### src/rtl/shifter_pkg.sv
// Shared constants for the iterative shifter: op encodings and FSM states.
// Imported by the shift_step datapath and the iterative_shifter top.
package shifter_pkg;

  localparam logic [1:0] OP_SLL  = 2'b00;
  localparam logic [1:0] OP_SRL  = 2'b01;
  localparam logic [1:0] OP_SRA  = 2'b10;
  localparam logic [1:0] OP_ROTR = 2'b11;

  typedef enum logic [1:0] {
    ST_IDLE  = 2'b00,
    ST_SHIFT = 2'b01,
    ST_DONE  = 2'b10
  } state_e;

endpackage

### src/rtl/shift_step.sv
// One-step combinational shifter: shifts din by k (0..STEP) in mode op.
// Ports: din[WIDTH], op[2], k[$clog2(STEP)+1] in; dout[WIDTH] out.
module shift_step
  import shifter_pkg::*;
#(
  parameter int WIDTH = 32,
  parameter int STEP  = 4,
  localparam int KW   = $clog2(STEP) + 1
) (
  input  logic [WIDTH-1:0] din,
  input  logic [1:0]       op,
  input  logic [KW-1:0]    k,
  output logic [WIDTH-1:0] dout
);

  // Rotate via a doubled word: the low half after a right
  // shift holds the wrapped LSBs, and k=0 needs no special case.
  logic [2*WIDTH-1:0] rot;
  assign rot = {din, din} >> k;

  always_comb begin
    dout = din;
    unique case (1'b1)
      (op == OP_SLL):  dout = din << k;
      (op == OP_SRL):  dout = din >> k;
      (op == OP_SRA):  dout = $signed(din) >>> k;
      (op == OP_ROTR): dout = rot[WIDTH-1:0];
      default:         dout = din;
    endcase
  end

endmodule

### src/rtl/iterative_shifter.sv
// Multi-cycle SLL/SRL/SRA/ROTR unit shifting at most STEP bits per cycle.
// Ports: clk, rst_n, start, op[2], shamt[SHAMT_W], data_in[WIDTH] in;
//        busy, done, result[WIDTH] out.
module iterative_shifter
  import shifter_pkg::*;
#(
  parameter int WIDTH   = 32,
  parameter int SHAMT_W = $clog2(WIDTH),
  parameter int STEP    = 4
) (
  input  logic               clk,
  input  logic               rst_n,
  input  logic               start,
  input  logic [1:0]         op,
  input  logic [SHAMT_W-1:0] shamt,
  input  logic [WIDTH-1:0]   data_in,
  output logic               busy,
  output logic               done,
  output logic [WIDTH-1:0]   result
);

  localparam int KW = $clog2(STEP) + 1;

  state_e             state_q, state_d;
  logic [WIDTH-1:0]   acc_q, acc_d;
  logic [1:0]         op_q, op_d;
  logic [SHAMT_W-1:0] rem_q, rem_d;
  logic [WIDTH-1:0]   res_q, res_d;

  logic [KW-1:0]      k;
  logic [SHAMT_W-1:0] rem_nx;
  logic [WIDTH-1:0]   step_out;

  // Clamp this cycle's shift to STEP bits.
  always_comb begin
    if (int'(rem_q) > STEP) k = KW'(STEP);
    else                    k = KW'(rem_q);
  end

  assign rem_nx = rem_q - SHAMT_W'(k);

  shift_step #(
    .WIDTH (WIDTH),
    .STEP  (STEP)
  ) u_step (
    .din  (acc_q),
    .op   (op_q),
    .k    (k),
    .dout (step_out)
  );

  always_comb begin
    state_d = state_q;
    acc_d   = acc_q;
    op_d    = op_q;
    rem_d   = rem_q;
    res_d   = res_q;
    unique case (state_q)
      ST_IDLE, ST_DONE: begin
        if (start) begin
          acc_d = data_in;
          op_d  = op;
          rem_d = shamt;
          if (shamt == '0) begin
            state_d = ST_DONE;
            res_d   = data_in;
          end else begin
            state_d = ST_SHIFT;
          end
        end else begin
          state_d = ST_IDLE;
        end
      end
      ST_SHIFT: begin
        acc_d = step_out;
        rem_d = rem_nx;
        if (rem_nx == '0) begin
          state_d = ST_DONE;
          res_d   = step_out;
        end
      end
      default: state_d = ST_IDLE;
    endcase
  end

  always_ff @(posedge clk or negedge rst_n) begin
    if (!rst_n) begin
      state_q <= ST_IDLE;
      acc_q   <= '0;
      op_q    <= '0;
      rem_q   <= '0;
      res_q   <= '0;
    end else begin
      state_q <= state_d;
      acc_q   <= acc_d;
      op_q    <= op_d;
      rem_q   <= rem_d;
      res_q   <= res_d;
    end
  end

  assign busy   = (state_q == ST_SHIFT);
  assign done   = (state_q == ST_DONE);
  assign result = res_q;

endmodule
### config.mk
export PLATFORM = sky130hd
export DESIGN_NAME = iterative_shifter
export DESIGN_NICKNAME = d
export VERILOG_FILES = /design/src/rtl/shifter_pkg.sv /design/src/rtl/shift_step.sv /design/src/rtl/iterative_shifter.sv
export SDC_FILE = /design/constraint.sdc
export NUM_CORES = 1
export LEC_CHECK = 0
export BUFFER_PORTS_ARGS = -buffer_cell sky130_fd_sc_hd__buf_4
export CORE_MARGIN = 8
export CORE_UTILIZATION = 40
export CTS_CLUSTER_DIAMETER = 60
export DETAILED_ROUTE_END_ITERATION = 10
export RECOVER_POWER = 100
export SLEW_MARGIN = 30
export SYNTH_ARGS = -nofsm -noshare
export SYNTH_HDL_FRONTEND = slang
export SYNTH_SLANG_ARGS = --single-unit
export TNS_END_PERCENT = 1
### constraint.sdc
create_clock -name clk -period 8.6 [get_ports clk]
set_clock_uncertainty 0.05 [all_clocks]
set_input_delay 1.29 -clock clk [delete_from_list [all_inputs] [get_ports clk]]
set_output_delay 1.29 -clock clk [all_outputs]
set_load 0.01 [all_outputs]
# After elaboration in Yosys (flattened, before gate mapping)
# Index checks and enable logic that the tools add are counted.
# classes
n_reduce_logical	9
add_sub_neg	1
n_shift	4
n_mux	14
eq_ne	8
magnitude_cmp	1
# op_table
cell	n
32-bit two-way mux	4
32-bit one-hot mux with 2 select lines	2
32-bit one-hot mux with 4 select lines	1
64-bit by 3-bit >> shifter with 32-bit output	1
32-bit by 3-bit << shifter with 32-bit output	1
32-bit by 3-bit >> shifter with 32-bit output	1
32-bit by 3-bit >>> shifter with 32-bit output	1
5-bit logical NOT	2
5-bit one-hot mux with 2 select lines	1
2-bit equality test, second input constant	3
2-bit two-way mux	3
5-bit by 3-bit > comparator with 1-bit output, second input constant	1
5-bit two-way mux	1
5-bit by 3-bit subtractor with 5-bit output	1
2-bit by 1-bit equality test with 1-bit output, second input constant	2
2-bit logical NOT	2
2-bit inequality test, second input constant	2
2-bit one-hot mux with 2 select lines	1
2-bit AND reduction	2
4-bit AND reduction	1
3-bit two-way mux	1
2-bit by 1-bit inequality test with 1-bit output, second input constant	1
2-bit nonzero test	1
2-bit OR reduction	1
# totals
out_inout_bits	34
register_bits	73
word_cells	42

# Depth between registers and ports, before layout
# Gate-level depths: netlist of run 1.
# logic_depth
depth_word	6
ltp_mapped	16
ltp_nobuf	10

# Modules after synthesis
# Synthesis of run 1 repeated with hierarchy kept, for this count alone.
# hier_totals
cells_unflattened	620
hier_area_um2	6199.7
# modules_own_cells
module	area_per_inst_um2	n_inst	cells_per_inst
iterative_shifter	3607.2	1	342
shift_step	2592.5	1	278

# Worst setup path before layout of run 1
# No wires, ideal clock.
# synth_path
kind	register to register
from	register rem_q[4]
to	register res_q[13], in the netlist result[13]
arrival_time_ns	3.134
stages_incl_launch_ff	15
setup_time_ns	0.110
period_less_slack_ns	3.294
path_slack_ns	5.306
t_required_ns	8.440
cell_sequence	dfrtp_1 > clkbuf_1 > or3_1 > clkbuf_1 > buf_2 > clkbuf_1 > nand2_1 > ha_1 > or4b_1 > a21oi_1 > o211ai_1 > and2_1 > buf_2 > buf_6 > o41ai_1
# synth_between
elab_chain_len	6
# synth_lines
item	line_no	rtl
from (decl)	iterative_shifter.sv:27	logic [SHAMT_W-1:0] rem_q, rem_d;
from (signal assigned)	iterative_shifter.sv:97	rem_q <= rem_d;
5-bit by 3-bit > comparator with 1-bit output	iterative_shifter.sv:36	if (int'(rem_q) > STEP) k = KW'(STEP);
3-bit two-way mux	iterative_shifter.sv:36	
5-bit by 3-bit subtractor with 5-bit output, or another cell as far along	iterative_shifter.sv:40	assign rem_nx = rem_q - SHAMT_W'(k);
5-bit logical NOT / 32-bit one-hot mux with 4 select lines (equally long branches)	iterative_shifter.sv:77, shift_step.sv:23	
2-bit by 1-bit inequality test with 1-bit output (no source line) / 32-bit two-way mux (equally long branches)	n/a	
4-bit AND reduction (no source line) / 32-bit one-hot mux with 2 select lines (equally long branches)	n/a	
to (signal assigned)	iterative_shifter.sv:98	res_q <= res_d;
to (decl)	iterative_shifter.sv:28	logic [WIDTH-1:0] res_q, res_d;
# Parallel ways exist; a longest one is shown, timed or not. The select of a mux whose other input is x is not followed.
# A chain may end at the register's enable or synchronous reset.

# Worst setup path in the final report of run 1
# layout_path
from	register rem_q[1]
to	register acc_q[18]
# layout_between
elab_chain_len	5
# layout_lines
item	line_no	rtl
5-bit by 3-bit > comparator with 1-bit output	iterative_shifter.sv:36	
3-bit two-way mux *	iterative_shifter.sv:36	
64-bit by 3-bit >> shifter with 32-bit output, or another cell as far along	shift_step.sv:19	assign rot = {din, din} >> k;
32-bit one-hot mux with 4 select lines *	shift_step.sv:23	unique case (1'b1)
32-bit one-hot mux with 2 select lines *	iterative_shifter.sv:58	unique case (state_q)
to (signal assigned)	iterative_shifter.sv:89	acc_q <= '0;
to (signal assigned)	iterative_shifter.sv:95	acc_q <= acc_d;
to (decl)	iterative_shifter.sv:25	logic [WIDTH-1:0] acc_q, acc_d;
# Every way passes the cells marked *; elsewhere a longest branch is shown, timed or not.

==> results.toml, run 1 <==
[worst_hold_path]
hold_class = "register to register"
holdPathEnd = "result[28]"
worstHoldPathCells = 2
hold_start = "result[28]"

[critical_path]
crit_arrival_ns = 5.89
worstSetupStartpointType = "register"
reg2regPathDepth = 8
critPathKind = "register to register"
setup.worst_path.end_class = "register"
r2r-end = "acc_q[18]"
critPathRequiredTime_ns = 8.80
path_max_fanout = 44
rr_startpoint = "rem_q[1]"
reg2reg_setup_slack_ns = 2.91

[place]
portBuffers = 75
gp_congestion = 0.9260
dp_hpwl_um = 14740
placed_cell_area_mm2 = 0.006530

[power]
power_frac_comb_pct = 62.6
pwr-share-seq_pct = 25.7
irDropWorstVdd_uv = 375.0
leakage_nw = 2.781
switchingPower_w = 0.001764
p_clk_share_pct = 11.7
power_density_mw_per_mm2 = 487.0
internal-power_w = 0.001477
p_sw_share_pct = 54.42

[clock_network]
cts-root-buf = "clkbuf_16"
cts_tree = "built"
clock_sinks = 73
insertion_delay_ns = 0.35
h-tree-depth = 3
post_cts_buffers = 0
hold_buffers = 0
post_cts_resized = 0
path_clk_slew_ns = 0.06
cts_buffers = 9
clk_path_buf_depth = 2

[yosys]
synth_cell_types = 68
syn_inst = 812
ys_warn_count = 0
synthesis.area_mm2 = 0.006126
ys_async_sr_fraction_pct = 100.0
syn-num-nets = 855
synth_seq_cells = 73
synth_seq_area_share_pct = 29.82
synth-edff-count = 0
synth_top_flop_cell = "dfrtp_1"
syn_avg_cell_area_um2 = 7.544

[routing]
drt.antenna.violating_nets = 0
drtPass1Iterations = 7
num_vias = 6668
drc = 0
routed_wl_um = 22900
wl_met2_um = 9888
wl_per_cell_um = 22.72
top_layer_used = "met4"
met3_wirelength_um = 2555
first_iter_violations = 1079
viasPerCell = 6.615
met1Wirelength_um = 9685

[outcome]
status = "finished with violations"
violations = "max-capacitance violations, max-slew violations"

[die]
core_area_mm2 = 0.01509
die-area_mm2 = 0.01953
die_x_um = 139.8
die_h_um = 139.8
ioPinCount = 76
start_util_pct = 40.60
num_rows = 45

[sta]
setup_viol = 0
fin_crit_sh_pct = 66.14
fmax_ghz = 0.1758
tns_ns = 0
hold_viol_final = 0
slew_violations = 278
tightest_slew_ns = 4.084
rsz0062_at_grt = "false"
slew_headroom_pct = -172.2
finalCriticalPeriod_ns = 5.688

[final_layout]
nets = 859
final_area_mm2 = 0.006656
area_growth_pct = 8.660
antenna_cells = 0
final_layout_size_suffix_gt1_share_pct = 10.12
fin_util_pct = 44.11

[grt]
track_usage_pct = 22.80
globalRouteOverflowTotal = 0
antenna_found_initial = 0
grt_pass1_vias = 6315
grt_max_degree = 74
grt_pass1_wl_um = 35810

[flow_run]
maxCapViolations = 6
## worst max-delay path by stage
stage	startpoint	endpoint	slack, ns
2_1_floorplan	rem_q[4]	result[13]	5.31
3_3_place_gp	rem_q[2]	result[8]	4.86
3_5_place_dp	rem_q[2]	result[8]	4.71
4_1_cts	rem_q[2]	result[8]	4.68
5_1_grt	rem_q[2]	result[25]	2.63
6_report	rem_q[1]	acc_q[18]	2.91
## Yosys cell counts (all sizes together) (3+ instances only)
| cell type | number | area, µm² |
|---|---|---|
| a2bb2oi | 3 | 26.28 |
| nand4 | 3 | 18.77 |
| o21bai | 3 | 22.52 |
| a21oi | 75 | 379.1 |
| a221o | 4 | 40.04 |
| o2bb2ai | 4 | 35.03 |
| o211ai | 4 | 30.03 |
| o22ai | 5 | 31.28 |
| nor2 | 52 | 195.2 |
| o31a | 3 | 26.28 |
| nor3 | 9 | 45.04 |
| nor4 | 5 | 31.28 |
| a211oi | 16 | 120.1 |
| a221oi | 13 | 126.4 |
| a2111oi | 5 | 50.04 |
| buf | 48 | 341.6 |
| a22oi | 3 | 22.52 |
| clkbuf | 46 | 172.7 |
| o31ai | 7 | 52.55 |
| and2 | 5 | 31.28 |
| o21ai | 74 | 370.4 |
| mux2i | 50 | 500.5 |
| nor2b | 4 | 25.02 |
| nand3 | 31 | 155.2 |
| a22o | 12 | 105.1 |
| dfrtp | 73 | 1827 |
| a21o | 3 | 22.52 |
| and3 | 7 | 43.79 |
| or4b | 3 | 33.78 |
| inv | 4 | 15.01 |
| mux4 | 3 | 67.56 |
| nand2b | 5 | 31.28 |
| a31oi | 23 | 143.9 |
| mux2 | 6 | 67.56 |
| nand2 | 166 | 623.1 |
| o221ai | 6 | 52.55 |
## worst max-delay path, cell delays in order, from the launching register on
cell and delay, ns:
dfrtp_1 0.32, clkbuf_1 1.38, nor4b_1 0.35, clkbuf_1 1.79
mux2i_1 0.57, mux4_2 0.58, a22oi_1 0.17, nor2_1 0.08
a31oi_1 0.26
## cells by family after synthesis
group	after synthesis	synth area share [%]
AOI/OAI and AO/OA	280	29.60
DFF	73	29.82
muxes	59	10.38
other	1	0.06122
adders and majority gates	1	0.2042
buffers and inverters	99	8.701
and+or+nand+nor	299	21.24
## metrics by stage
stage,power [W],hold WS (ns),setup WS (ns),instances
finish,0.003241,0.4251,2.912,1008
global route,0.003448,0.4572,2.630,1008
CTS,0.003250,0.4360,4.680,1008
detailed placement,0.002867,0.4236,4.714,993
global placement,0.002816,0.4147,4.860,993
floorplan,0.002237,0.4615,5.306,812
## layer usage
layer | global-route usage [%] | vias to the layer above
met3 | 6.293 | 71
met5 | 0 | -
met1 | 30.86 | 3172
met4 | 10.74 | 0
met2 | 32.82 | 466
li1 | - | 2959
## area by class of cell
type	instances	area (µm²)
clock buffer	10	229.0
inverter	5	18.77
timing repair buffer	87	506.7
multi-input combinational	640	3782
tap	188	235.2
fill	1586	8433
sequential	73	1827
clock inverter	5	57.56
## power by group through the flow
| stage | combinational [W] | sequential (W) | clock (W) |
|---|---|---|---|
| 2_1_floorplan | 0.00158 | 0.000656 | 0 |
| 3_3_place_gp | 0.00200 | 0.000817 | 0 |
| 3_5_place_dp | 0.00204 | 0.000822 | 0 |
| 4_1_cts | 0.00205 | 0.000821 | 0.000379 |
| 5_1_grt | 0.00220 | 0.000852 | 0.000397 |
| 6_report | 0.00203 | 0.000833 | 0.000378 |
## layout by cell type (no fill, tap or decap), types with 4 or more instances in the layout
cell type	Yosys	final
a221oi_1	11	12
and2_1	5	4
and3_1	7	7
nor4_1	5	5
nand2_1	166	166
buf_4	6	47
a22o_1	12	12
a211oi_1	16	16
mux2i_1	50	50
a21oi_1	74	74
o22ai_1	5	5
nor2_1	52	52
o31ai_1	7	7
o2bb2ai_1	4	4
inv_1	3	4
o221ai_1	6	6
o21ai_0	62	73
nand2b_1	5	4
mux2_2	6	6
a221o_1	4	4
dfrtp_1	73	73
nand3_1	31	31
o211ai_1	4	4
a31oi_1	23	23
nor3_1	9	8
clkbuf_1	46	40
clkbuf_16	0	9
## sequential cells by signal, indices dropped and copies added, names as in the netlist
| signal | count |
|---|---|
| acc_q | 32 |
| state_q | 2 |
| rem_q | 5 |
| op_q | 2 |
| result | 32 |
No activity file was read; power rests on OpenSTA's default activity.
==> run 2, diff against run 1 <==
- clock period: 8.6 -> 5.8 ns (I/O delays scaled with it)
==> run 2 against run 1 <==
Against the previous run: the run still ends with max-capacitance violations, max-slew violations left; sequential cell count did not move; via count shrank 0.70%; non-clock buffer count up 1; wire length rose by 0.75%; register-to-register slack got worse by 1.5 ns; clock power grew 53%; global-route usage rose by 0.35 points; first-iteration DRC count down 18%; core utilization grew 0.32 points; die area stayed put; sequential power increased by 48%; clock-buffer cell count is 2 higher.
==> results.toml, run 2 (same netlist as run 1, synthesis figures left out) <==
[outcome]
status = "finished with violations"
violations = "max-capacitance violations, max-slew violations"

[clock_network]
post_cts_buffers = 0
post_cts_resized = 0
path_clk_slew_ns = 0.06
clk_path_buf_depth = 2
cts_tree = "built"
cts-root-buf = "clkbuf_16"
h-tree-depth = 3
insertion_delay_ns = 0.35
clock_sinks = 73
cts_buffers = 9
hold_buffers = 0

[final_layout]
area_growth_pct = 9.436
fin_util_pct = 44.43
ff_latch_area_mm2 = 0.001827
final_layout_size_suffix_gt1_share_pct = 10.83
antenna_cells = 0
nets = 860
final_cell_mix = "166 x nand2_1, 74 x a21oi_1, 73 x dfrtp_1"
multi_input_area_mm2 = 0.003786
nFillCells = 1561
final_common_cell = "nand2_1"

[die]
ioPinCount = 76
die_h_um = 139.8
die-area_mm2 = 0.01953
die_x_um = 139.8
num_rows = 45
core_area_mm2 = 0.01509
start_util_pct = 40.60

[power]
p_sw_share_pct = 54.35
switchingPower_w = 0.002633
leakage_nw = 2.815
power_w = 0.004844
irDropWorstVdd_uv = 283.3
power_density_mw_per_mm2 = 722.6
p_clk_share_pct = 12.0
pwr-share-seq_pct = 25.4
power_frac_comb_pct = 62.7
internal-power_w = 0.002212

[sta]
tns_ns = 0
fin_crit_sh_pct = 78.37
fin_ws_ns = 1.255
slew_headroom_pct = -63.07
tightest_slew_ns = 2.441
rsz0062_at_grt = "false"
setup_viol = 0
fmax_ghz = 0.2200
slew_violations = 86
hold_viol_final = 0
finalCriticalPeriod_ns = 4.545

[grt]
grt_pass1_wl_um = 35990
globalRouteOverflowTotal = 0
grt_max_degree = 74
track_usage_pct = 23.15
antenna_found_initial = 1
grt_pass1_vias = 6198

[routing]
routed_wl_um = 23070
wl_per_cell_um = 22.84
drt.antenna.violating_nets = 0
drc = 0
viasPerCell = 6.555
first_iter_violations = 883
drtPass1Iterations = 6
num_vias = 6621

[flow_run]
maxCapViolations = 3

[place]
dp_hpwl_um = 15070
portBuffers = 75
gp_congestion = 0.9254
pre_cts_ws_ns = 2.256

[critical_path]
path_max_fanout = 25
critPathRequiredTime_ns = 5.98
rr_startpoint = "rem_q[2]"
r2r-end = "result[26]"
reg2regPathDepth = 11
setup.worst_path.end_class = "register"
crit_arrival_ns = 4.72
worstSetupStartpointType = "input pin"
critPathKind = "input pin to register"
reg2reg_setup_slack_ns = 1.40

[worst_hold_path]
hold_start = "result[27]"
holdPathEnd = "result[27]"
hold_class = "register to register"
worstHoldPathCells = 2
run 2: changes by cell type in the layout (fill, tap and decap cells not counted), sizes merged:
cell      before  now
buf           47   51
clkinv         2    3
clkinvlp       3    1
clkbuf        50   49
run 2: critical path, stage by stage:
cell	delay (ns)
clkbuf_4	0.11
nor2b_1	1.81
clkbuf_1	0.80
nor2_1	0.65
a221o_1	0.48
run 2: per-stage QoR:
step                hold WS, ns  cell area (µm²)  cells
global placement         0.4160             6538    994
finish                   0.4238             6704   1010
floorplan                0.4615             6126    812
CTS                      0.4365             6850   1010
detailed placement       0.4238             6543    994
global route             0.4445             6704   1010
run 2: final cells by class:
| class | count | area share (%) |
|---|---|---|
| Multi-Input combinational cell | 640 | 56.48 |
| Sequential cell | 73 | 27.25 |
| Timing Repair Buffer | 88 | 7.895 |
| Clock buffer | 12 | 3.826 |
| Tap cell | 188 | 3.509 |
| Clock inverter | 4 | 0.7652 |
| Inverter | 5 | 0.2800 |
run 2: worst max-delay path by stage:
stage / start / end / slack, ns
after floorplan: rem_q[4] / result[13] / 2.51
after global placement: rem_q[2] / result[8] / 2.35
after detailed placement: rem_q[2] / result[8] / 2.26
after CTS: rem_q[2] / result[8] / 2.19
after global routing: rem_q[2] / result[26] / 0.95
final: start / rem_q[2] / 1.25
run 2: metal layers:
| layer | vias to the layer above | global-route usage [%] | share of wire, % |
|---|---|---|---|
| li1 | 2963 | - | - |
| met1 | 3183 | 31.85 | 44 |
| met2 | 399 | 33.85 | 43 |
| met3 | 74 | 5.575 | 9.7 |
| met4 | 2 | 9.657 | 3.3 |
| met5 | - | 0 | 0.048 |
run 2: power groups by stage:
stage	logic (W)	registers (W)	clock network (W)
after floorplan	0.00234	0.000973	0
after CTS	0.00308	0.00121	0.000591
after global routing	0.00330	0.00126	0.000613
after global placement	0.00302	0.00122	0
after detailed placement	0.00307	0.00121	0
final	0.00304	0.00123	0.000579
